$ cat config.mk
export PLATFORM = sky130hd
export DESIGN_NAME = mm2x2_scheduler_flat
export DESIGN_NICKNAME = d
export VERILOG_FILES = /design/src/rtl/mm_pkg.sv /design/src/rtl/mm2x2_scheduler_if.sv /design/src/rtl/mm2x2_col_mac.sv /design/src/rtl/mm2x2_scheduler.sv /design/src/flat_wrapper.sv
export SDC_FILE = /design/constraint.sdc
export NUM_CORES = 1
export LEC_CHECK = 0
export BUFFER_PORTS_ARGS = -buffer_cell sky130_fd_sc_hd__buf_2
export CORE_ASPECT_RATIO = 1.75
export CORE_MARGIN = 10
export CORE_UTILIZATION = 40
export CTS_BUF_LIST = sky130_fd_sc_hd__clkbuf_8 sky130_fd_sc_hd__clkbuf_16
export DETAILED_ROUTE_END_ITERATION = 12
export GPL_ROUTABILITY_DRIVEN = 0
export PLACE_DENSITY_LB_ADDON = 0.25
export SLEW_MARGIN = 0
export SYNTH_ARGS = -nofsm -noshare
export SYNTH_HDL_FRONTEND = slang
export SYNTH_SLANG_ARGS = --single-unit
$ cat constraint.sdc
create_clock -name clk -period 9 [get_ports clk]
set_input_delay 1.8 -clock clk [delete_from_list [all_inputs] [get_ports clk]]
set_output_delay 1.8 -clock clk [all_outputs]
set_load 0.01 [all_outputs]
$ cat src/rtl/mm_pkg.sv
// Shared types and helpers for the 2x2 matrix-multiply scheduler:
// element width, FSM state encoding, and packed-word <-> matrix conversion.
package mm_pkg;

    localparam int ELEM_W = 8;
    localparam int MAT_W  = 4 * ELEM_W;
    // Two products plus their sum fit in 2*ELEM_W+1 bits without loss.
    localparam int ACC_W  = 2 * ELEM_W + 1;

    typedef enum logic [1:0] {
        IDLE = 2'd0,
        COL0 = 2'd1,
        COL1 = 2'd2,
        HOLD = 2'd3
    } state_t;

    typedef logic [ELEM_W-1:0] elem_t;

    // Field order matches the packed word: m00 sits in the MSBs.
    typedef struct packed {
        elem_t m00;
        elem_t m01;
        elem_t m10;
        elem_t m11;
    } mat_t;

    function automatic mat_t unpack_mat(input logic [MAT_W-1:0] w);
        mat_t m;
        m.m00 = w[MAT_W-1          -: ELEM_W];
        m.m01 = w[MAT_W-1-ELEM_W   -: ELEM_W];
        m.m10 = w[MAT_W-1-2*ELEM_W -: ELEM_W];
        m.m11 = w[MAT_W-1-3*ELEM_W -: ELEM_W];
        return m;
    endfunction

    function automatic logic [MAT_W-1:0] pack_mat(input mat_t m);
        return {m.m00, m.m01, m.m10, m.m11};
    endfunction

endpackage

$ cat src/rtl/mm2x2_scheduler_if.sv
// Bundle of the two requester channels, the result channel and busy.
// slave = scheduler side, master = producers/consumer side.
interface mm2x2_scheduler_if;
    import mm_pkg::*;

    logic             req0_valid;
    logic [MAT_W-1:0] req0_a;
    logic [MAT_W-1:0] req0_b;
    logic             req0_ready;

    logic             req1_valid;
    logic [MAT_W-1:0] req1_a;
    logic [MAT_W-1:0] req1_b;
    logic             req1_ready;

    logic             res_valid;
    logic             res_ready;
    logic [MAT_W-1:0] res_data;
    logic             res_id;

    logic             busy;

    modport slave (
        input  req0_valid, req0_a, req0_b,
        output req0_ready,
        input  req1_valid, req1_a, req1_b,
        output req1_ready,
        output res_valid, res_data, res_id,
        input  res_ready,
        output busy
    );

    modport master (
        output req0_valid, req0_a, req0_b,
        input  req0_ready,
        output req1_valid, req1_a, req1_b,
        input  req1_ready,
        input  res_valid, res_data, res_id,
        output res_ready,
        input  busy
    );

endinterface

$ cat src/rtl/mm2x2_col_mac.sv
// One column of a 2x2 product: given A and a column of B, returns the two
// result elements of that column, truncated to ELEM_W. Purely combinational.
module mm2x2_col_mac
    import mm_pkg::*;
(
    input  mat_t  a,
    input  elem_t b_top,
    input  elem_t b_bot,
    output elem_t c_top,
    output elem_t c_bot
);

    logic [ACC_W-1:0] sum_top;
    logic [ACC_W-1:0] sum_bot;

    // Row-by-column dot products at full width, then keep the low element bits.
    always_comb begin
        sum_top = ACC_W'(a.m00) * ACC_W'(b_top) + ACC_W'(a.m01) * ACC_W'(b_bot);
        sum_bot = ACC_W'(a.m10) * ACC_W'(b_top) + ACC_W'(a.m11) * ACC_W'(b_bot);
    end

    assign c_top = sum_top[ELEM_W-1:0];
    assign c_bot = sum_bot[ELEM_W-1:0];

endmodule

$ cat src/rtl/mm2x2_scheduler.sv
// Round-robin scheduler sharing one 2x2 multiply datapath between two
// requesters. Captures an operand pair, computes column 0 then column 1,
// and holds the packed product until the consumer takes it.
module mm2x2_scheduler
    import mm_pkg::*;
(
    input  logic          clk,
    input  logic          rst,
    mm2x2_scheduler_if.slave bus
);

    state_t state_q, state_d;
    mat_t   a_q,     a_d;
    mat_t   b_q,     b_d;
    mat_t   res_q,   res_d;
    logic   id_q,    id_d;
    // Id of the requester served last; the other one wins a tie.
    logic   last_id_q, last_id_d;

    logic   gnt0;
    logic   gnt1;
    elem_t  b_top;
    elem_t  b_bot;
    elem_t  c_top;
    elem_t  c_bot;

    // Round-robin grant: a lone requester wins, a tie goes to the one not served last.
    always_comb begin
        gnt0 = bus.req0_valid && (!bus.req1_valid || last_id_q);
        gnt1 = bus.req1_valid && (!bus.req0_valid || !last_id_q);
    end

    // Feed the shared column MAC with B column 0 in COL0 and column 1 in COL1.
    always_comb begin
        b_top = b_q.m00;
        b_bot = b_q.m10;
        if (state_q == COL1) begin
            b_top = b_q.m01;
            b_bot = b_q.m11;
        end
    end

    mm2x2_col_mac u_col_mac (
        .a     (a_q),
        .b_top (b_top),
        .b_bot (b_bot),
        .c_top (c_top),
        .c_bot (c_bot)
    );

    // FSM next-state, capture and result-register updates, ready outputs.
    always_comb begin
        state_d        = state_q;
        a_d            = a_q;
        b_d            = b_q;
        res_d          = res_q;
        id_d           = id_q;
        last_id_d      = last_id_q;
        bus.req0_ready = 1'b0;
        bus.req1_ready = 1'b0;
        case (state_q)
            IDLE: begin
                bus.req0_ready = gnt0;
                bus.req1_ready = gnt1;
                if (gnt0 || gnt1) begin
                    a_d     = unpack_mat(gnt1 ? bus.req1_a : bus.req0_a);
                    b_d     = unpack_mat(gnt1 ? bus.req1_b : bus.req0_b);
                    id_d    = gnt1;
                    state_d = COL0;
                end
            end
            COL0: begin
                res_d.m00 = c_top;
                res_d.m10 = c_bot;
                state_d   = COL1;
            end
            COL1: begin
                res_d.m01 = c_top;
                res_d.m11 = c_bot;
                state_d   = HOLD;
            end
            HOLD: begin
                if (bus.res_ready) begin
                    last_id_d = id_q;
                    state_d   = IDLE;
                end
            end
            default: begin
                // Unreachable encoding: recover to IDLE with a clean result.
                res_d   = '0;
                id_d    = 1'b0;
                state_d = IDLE;
            end
        endcase
    end

    // State and datapath registers; reset aborts any operation in flight.
    always_ff @(posedge clk or posedge rst) begin
        if (rst) begin
            state_q   <= IDLE;
            a_q       <= '0;
            b_q       <= '0;
            res_q     <= '0;
            id_q      <= 1'b0;
            last_id_q <= 1'b1;  // "last served = 1" gives requester 0 first priority
        end else begin
            state_q   <= state_d;
            a_q       <= a_d;
            b_q       <= b_d;
            res_q     <= res_d;
            id_q      <= id_d;
            last_id_q <= last_id_d;
        end
    end

    assign bus.res_valid = (state_q == HOLD);
    assign bus.res_data  = pack_mat(res_q);
    assign bus.res_id    = id_q;
    assign bus.busy      = (state_q != IDLE);

endmodule
$ cat src/flat_wrapper.sv
// flat-port wrapper written by rule: the top's interface ports become plain ports
module mm2x2_scheduler_flat import mm_pkg::*;
  (clk, rst, bus_req0_valid, bus_req0_a, bus_req0_b, bus_req0_ready, bus_req1_valid, bus_req1_a, bus_req1_b, bus_req1_ready, bus_res_valid, bus_res_data, bus_res_id, bus_res_ready, bus_busy);
  mm2x2_scheduler_if bus_i ();
  input  logic clk;
  input  logic rst;
  input wire logic [$bits(bus_i.req0_valid)-1:0] bus_req0_valid;
  input wire logic [$bits(bus_i.req0_a)-1:0] bus_req0_a;
  input wire logic [$bits(bus_i.req0_b)-1:0] bus_req0_b;
  output wire logic [$bits(bus_i.req0_ready)-1:0] bus_req0_ready;
  input wire logic [$bits(bus_i.req1_valid)-1:0] bus_req1_valid;
  input wire logic [$bits(bus_i.req1_a)-1:0] bus_req1_a;
  input wire logic [$bits(bus_i.req1_b)-1:0] bus_req1_b;
  output wire logic [$bits(bus_i.req1_ready)-1:0] bus_req1_ready;
  output wire logic [$bits(bus_i.res_valid)-1:0] bus_res_valid;
  output wire logic [$bits(bus_i.res_data)-1:0] bus_res_data;
  output wire logic [$bits(bus_i.res_id)-1:0] bus_res_id;
  input wire logic [$bits(bus_i.res_ready)-1:0] bus_res_ready;
  output wire logic [$bits(bus_i.busy)-1:0] bus_busy;
  assign bus_i.req0_valid = bus_req0_valid;
  assign bus_i.req0_a = bus_req0_a;
  assign bus_i.req0_b = bus_req0_b;
  assign bus_req0_ready = bus_i.req0_ready;
  assign bus_i.req1_valid = bus_req1_valid;
  assign bus_i.req1_a = bus_req1_a;
  assign bus_i.req1_b = bus_req1_b;
  assign bus_req1_ready = bus_i.req1_ready;
  assign bus_res_valid = bus_i.res_valid;
  assign bus_res_data = bus_i.res_data;
  assign bus_res_id = bus_i.res_id;
  assign bus_i.res_ready = bus_res_ready;
  assign bus_busy = bus_i.busy;
  mm2x2_scheduler u_core (.clk(clk), .rst(rst), .bus(bus_i));
endmodule
* Word-level counts from Yosys, hierarchy flattened
Index checks and enable logic that the tools add are counted.
** Word-level totals
- Logic and storage cells :: 48
- Bits in registers :: 100
** Cells by class
- Reduce and logical (&&, ||, !) cells :: 13
- Mux-type cells :: 9
- Add/sub/neg operators :: 2
- Equality and inequality tests :: 5
- Multiply operators :: 4
** Operators by type and width (count)
- $mux 32 :: 2
- $mul 8x8->8 :: 4
- $add 8x8->8 :: 2
- $mux 8 :: 2
- $pmux 2 s4 :: 1
- $reduce_and 2->1 :: 3
- $eq 2x2->1 const B :: 2
- $mux 2 :: 2
- $ne 2x1->1 const B :: 2
- $logic_not 1->1 :: 3
- $logic_or 1x1->1 :: 3
- $eq 2x1->1 const B :: 1
- $logic_and 1x1->1 :: 2
- $logic_not 2->1 :: 1
- $mux 1 :: 2
- $reduce_bool 2->1 :: 1

* Logic depth before layout (Yosys ltp)
- Depth after elaboration :: 6
- Mapped depth :: 23

* By module
Synthesis repeated with hierarchy kept, for this count alone.
** Unflattened totals
- Cell total of the unflattened synthesis :: 907
- Area total of the unflattened synthesis :: 8449.4 µm²
** Modules (own cells, without submodules)
- mm2x2_scheduler :: sequential area each 2503.7 µm², area each 4550.6 µm², cells an instance 462, instances 1
- mm2x2_col_mac :: sequential area each 0.0 µm², area each 3898.7 µm², cells an instance 445, instances 1

* Worst setup path before layout
OpenSTA, ideal clock, no wires.
- Kind :: reg2reg
- From :: register u_core.state_q[0]
- To :: register u_core.res_q, in the netlist u_core.bus.res_data[15]
- Clock period less this slack :: 5796 ps
- Required time :: 8875 ps
- Setup time :: 125 ps
- Cell stages (with the launch flop) :: 21
- Slack :: 3204 ps
- Arrival :: 5671 ps
- Cells stage by stage :: dfrtp_1 inv_1 ha_1 buf_6 buf_8 mux2_2 clkbuf_1 nand2_1 fa_1 fa_1 fa_1 inv_1 fa_1 fa_1 fa_1 xor2_1 xnor2_1 xnor2_1 xnor2_1 xnor3_1 mux2_2
** On the way
- Word-level cells in the longest chain between the ends :: 4
- Elaborated cells between the ends (all ways) :: 7
- Those cells by class :: 1 x add/sub; 2 x mul; 2 x eq/ne; 2 x mux
** Ends and longest elaborated chain
- from (decl) :: RTL line mm2x2_scheduler.sv:12 : state_t state_q, state_d;
- from (signal assigned) :: RTL line mm2x2_scheduler.sv:107 : state_q <= state_d;
- $eq 2x2->1 :: RTL line mm2x2_scheduler.sv:37 : if (state_q == COL1) begin
- $mux 8 :: RTL line mm2x2_scheduler.sv:37
- $mul 8x8->8 :: RTL line mm2x2_col_mac.sv:19 : sum_bot = ACC_W'(a.m10) * ACC_W'(b_top) + ACC_W'(a.m11) * ACC_W'(b_bot);
- $add 8x8->8 :: RTL line mm2x2_col_mac.sv:19
- to (signal assigned) :: RTL line mm2x2_scheduler.sv:110 : res_q <= res_d;
- to (decl) :: RTL line mm2x2_scheduler.sv:15 : mat_t res_q, res_d;
Parallel ways exist; a longest one is shown, timed or not.
A chain may end at the register's enable or synchronous reset.

* Final worst setup path
- From :: register u_core.state_q[0]
- To :: register u_core.res_q, in the netlist u_core.bus.res_data[23]
** On the way
- Word-level cells in the longest chain between the ends :: 4
- Elaborated cells between the ends (all ways) :: 6
- Those cells by class :: 1 x add/sub; 2 x mul; 1 x eq/ne; 2 x mux
** Ends and longest elaborated chain
- $eq 2x2->1 (*) :: RTL line mm2x2_scheduler.sv:37, mm2x2_scheduler.sv:61
- $mux 8 :: RTL line mm2x2_scheduler.sv:37
- $mul 8x8->8 :: RTL line mm2x2_col_mac.sv:18 : sum_top = ACC_W'(a.m00) * ACC_W'(b_top) + ACC_W'(a.m01) * ACC_W'(b_bot);
- $add 8x8->8 :: RTL line mm2x2_col_mac.sv:18
Every way passes the cells marked *; elsewhere a longest branch is shown, timed or not.

==> run metrics <==
post-synth cell types=30; global route overflow=0; postcts setup bufs=0; global-route wire length before repair=between 30000 and 40000 µm; dpl hpwl=between 15000 and 20000 µm; Post-Syn Area per Cell=10.02 µm²; Post-Syn Instances=about 840; max cap viols=0; Setup crit end kind=flop; Fmax achieved=0.1632 GHz; post-synth top area cell=dfrtp_1; post-route setup TNS=0 ns; sequential fraction of the synthesis area=a little under 30%; row count=70; layout cell share with drive strength beyond 1=about 24%; # IOs=between 150 and 200; Final ANT Viol Nets=0; Root Buffer=clkbuf_16; number of synthesized flops with an enable pin=0; die area=between 20000 and 30000 µm²; residual DRC count=0; DR pass1 iterations=4; port buffer count=between 150 and 200; main flop type after synthesis=dfrtp_1; maximum root-to-sink buffer count=2; fillers=between 2000 and 2500; Worst Path Required=between 9 and 10 ns; Setup CP Type=reg -> reg; P&R area growth vs syn=16.28%; crit path from=u_core.state_q[0]$_DFFE_PP0P_; vias in the first global route=6721; CORE AREA=between 20000 and 25000 µm²; worst hold start=u_core.a_q[23]$_DFFE_PP0P_; slew margin rel.=37.49%; die width=129.8 µm; Hold Crit Class=reg -> reg; period utilization=68.08%; Clock Latency Late Sink=0.36 ns; Critical Path AT=between 6 and 7 ns; synth warn=0; DR WL/cell=16.61 µm; final setup vio count=0; Vias/cell=approximately 4.8; worst r2r src=u_core.state_q[0]$_DFFE_PP0P_; min Tclk post-route=~6.1 ns; total global routing track utilization=approximately 16%; largest net degree at the start of global routing=between 100 and 150; RSZ-0062 raised after global routing=false; Final Util=approximately 47%; most common cell in the netlist=nand2_1; asr flop ratio synth=100.0%; CTS tree=yes; initial antenna violation count=0; Starting Density=about 40%; initial DRC count=170; Net Count, Synth=approximately 1100; antenna cells=0; nets=1265; Final Hold Vio Count=0; CTS Buf Count=9; Synth top cells by count=nand2_1, dfrtp_1, inv_1; Crit Path Max Fanout=24; Slew Limit Fails=0; post-synthesis register bit count=100; post-cts sizing count=0; Fin Clk Skew=just under 0.007 ns; Startpoint Class=flop; H-tree depth=3; synth top area cells=dfrtp_1, fa_1, ha_1; Synth top area share=about 29%; Die Y=212.2 µm; clock-pin transition on the worst setup and hold timing paths=approximately 0.070 ns; final WL=between 20000 and 25000 µm; hold buffer count at cts=0; clock sinks=100; status=completed; worst-margin pin slew=0.9377 ns; Cell Area, Synth=roughly 8400 µm²; via count=about 6000
worst paths after layout:
kind / endpoint / slack [ns] / depth (start not counted)
max: u_core.bus.res_data[23]$_DFFE_PP0P_ / 2.87 / 20
min: u_core.a_q[23]$_DFFE_PP0P_ / 0.48 / 2
max reg2reg: u_core.bus.res_data[23]$_DFFE_PP0P_ / 2.87 / 20
min reg2reg: u_core.a_q[23]$_DFFE_PP0P_ / 0.48 / 2
max in group asynchronous: u_core.bus.res_data[5]$_DFFE_PP0P_ / 6.33 / 3
min in group asynchronous: u_core.b_q[5]$_DFFE_PP0P_ / 1.46 / 2
cells by family (layout without fill, tap and decap cells):
kind of cell / Yosys count / after routing / synth area share (%)
AND/OR/NAND/NOR: 224 / 224 / 12.63
AO/OA/AOI/OAI: 85 / 85 / 5.278
adder cells (fa/ha/maj): 136 / 136 / 25.68
buffers and inverters: 125 / 284 / 5.782
multiplexers: 108 / 108 / 13.73
XOR/XNOR: 64 / 64 / 7.235
flip-flops: 100 / 100 / 29.67
placed cells by master, fill, tap and decap left out, drive strengths merged, types with 34 or more instances in the layout:
cell type	netlist	layout
buf	4	176
dfrtp	99	99
mux2	41	41
mux2i	67	67
inv	92	95
nor2b	34	34
and2	45	45
o21ai	66	66
xnor2	51	51
fa	62	62
ha	74	74
nand2	132	132
per-stage QoR:
stage	hold WS, ns	cells	cell area, µm²	setup slack, ns
after floorplan	0.4422	842	8439	3.204
after global placement	0.4605	1237	9534	2.967
after CTS	0.4848	1253	9813	2.835
final	0.4790	1253	9813	2.873
after global routing	0.5018	1253	9813	2.556
after detailed placement	0.4686	1237	9534	2.852
metal layers:
metal	part of all wire [%]	global-route usage [%]	vias up
li1	-	-	2998
met3	3.1	2.519	14
met5	0	0	-
met4	1.4	4.673	0
met1	40	17.66	2882
met2	55	29.95	118
sequential cells by signal (all words and copies together) (netlist names):
register	count
u_core.bus.res_id	1
u_core.last_id_q	1
u_core.a_q	32
u_core.b_q	32
u_core.bus.res_data	32
u_core.state_q	2
final cells by class:
type                       count  area, µm²  share of cell area (%)
inverter                      92      347.8                   3.545
multi-input combinational    617       5469                   55.73
tap                          252      315.3                   3.213
clock inverter                 6      40.04                  0.4080
clock buffer                  10      239.0                   2.435
sequential                   100       2504                   25.51
timing repair buffer         176      898.4                   9.155
worst max-delay path, stage by stage, from the launching register on:
cell and delay [ns]:
dfrtp_1 0.41, inv_1 0.10, ha_2 0.44, buf_4 0.43, mux2_2 0.49, and2_1 0.20, fa_1 0.44, ha_1 0.28
inv_1 0.05, fa_1 0.48, inv_1 0.05, fa_1 0.49, fa_1 0.43, fa_1 0.39, xor2_1 0.16, xnor2_1 0.20
xnor2_1 0.15, xnor2_1 0.15, xnor2_1 0.14, xnor3_1 0.25, mux2_2 0.27
Power is not shown: default switching activity piles up to over one toggle a cycle in this logic, so the estimate is an artifact.
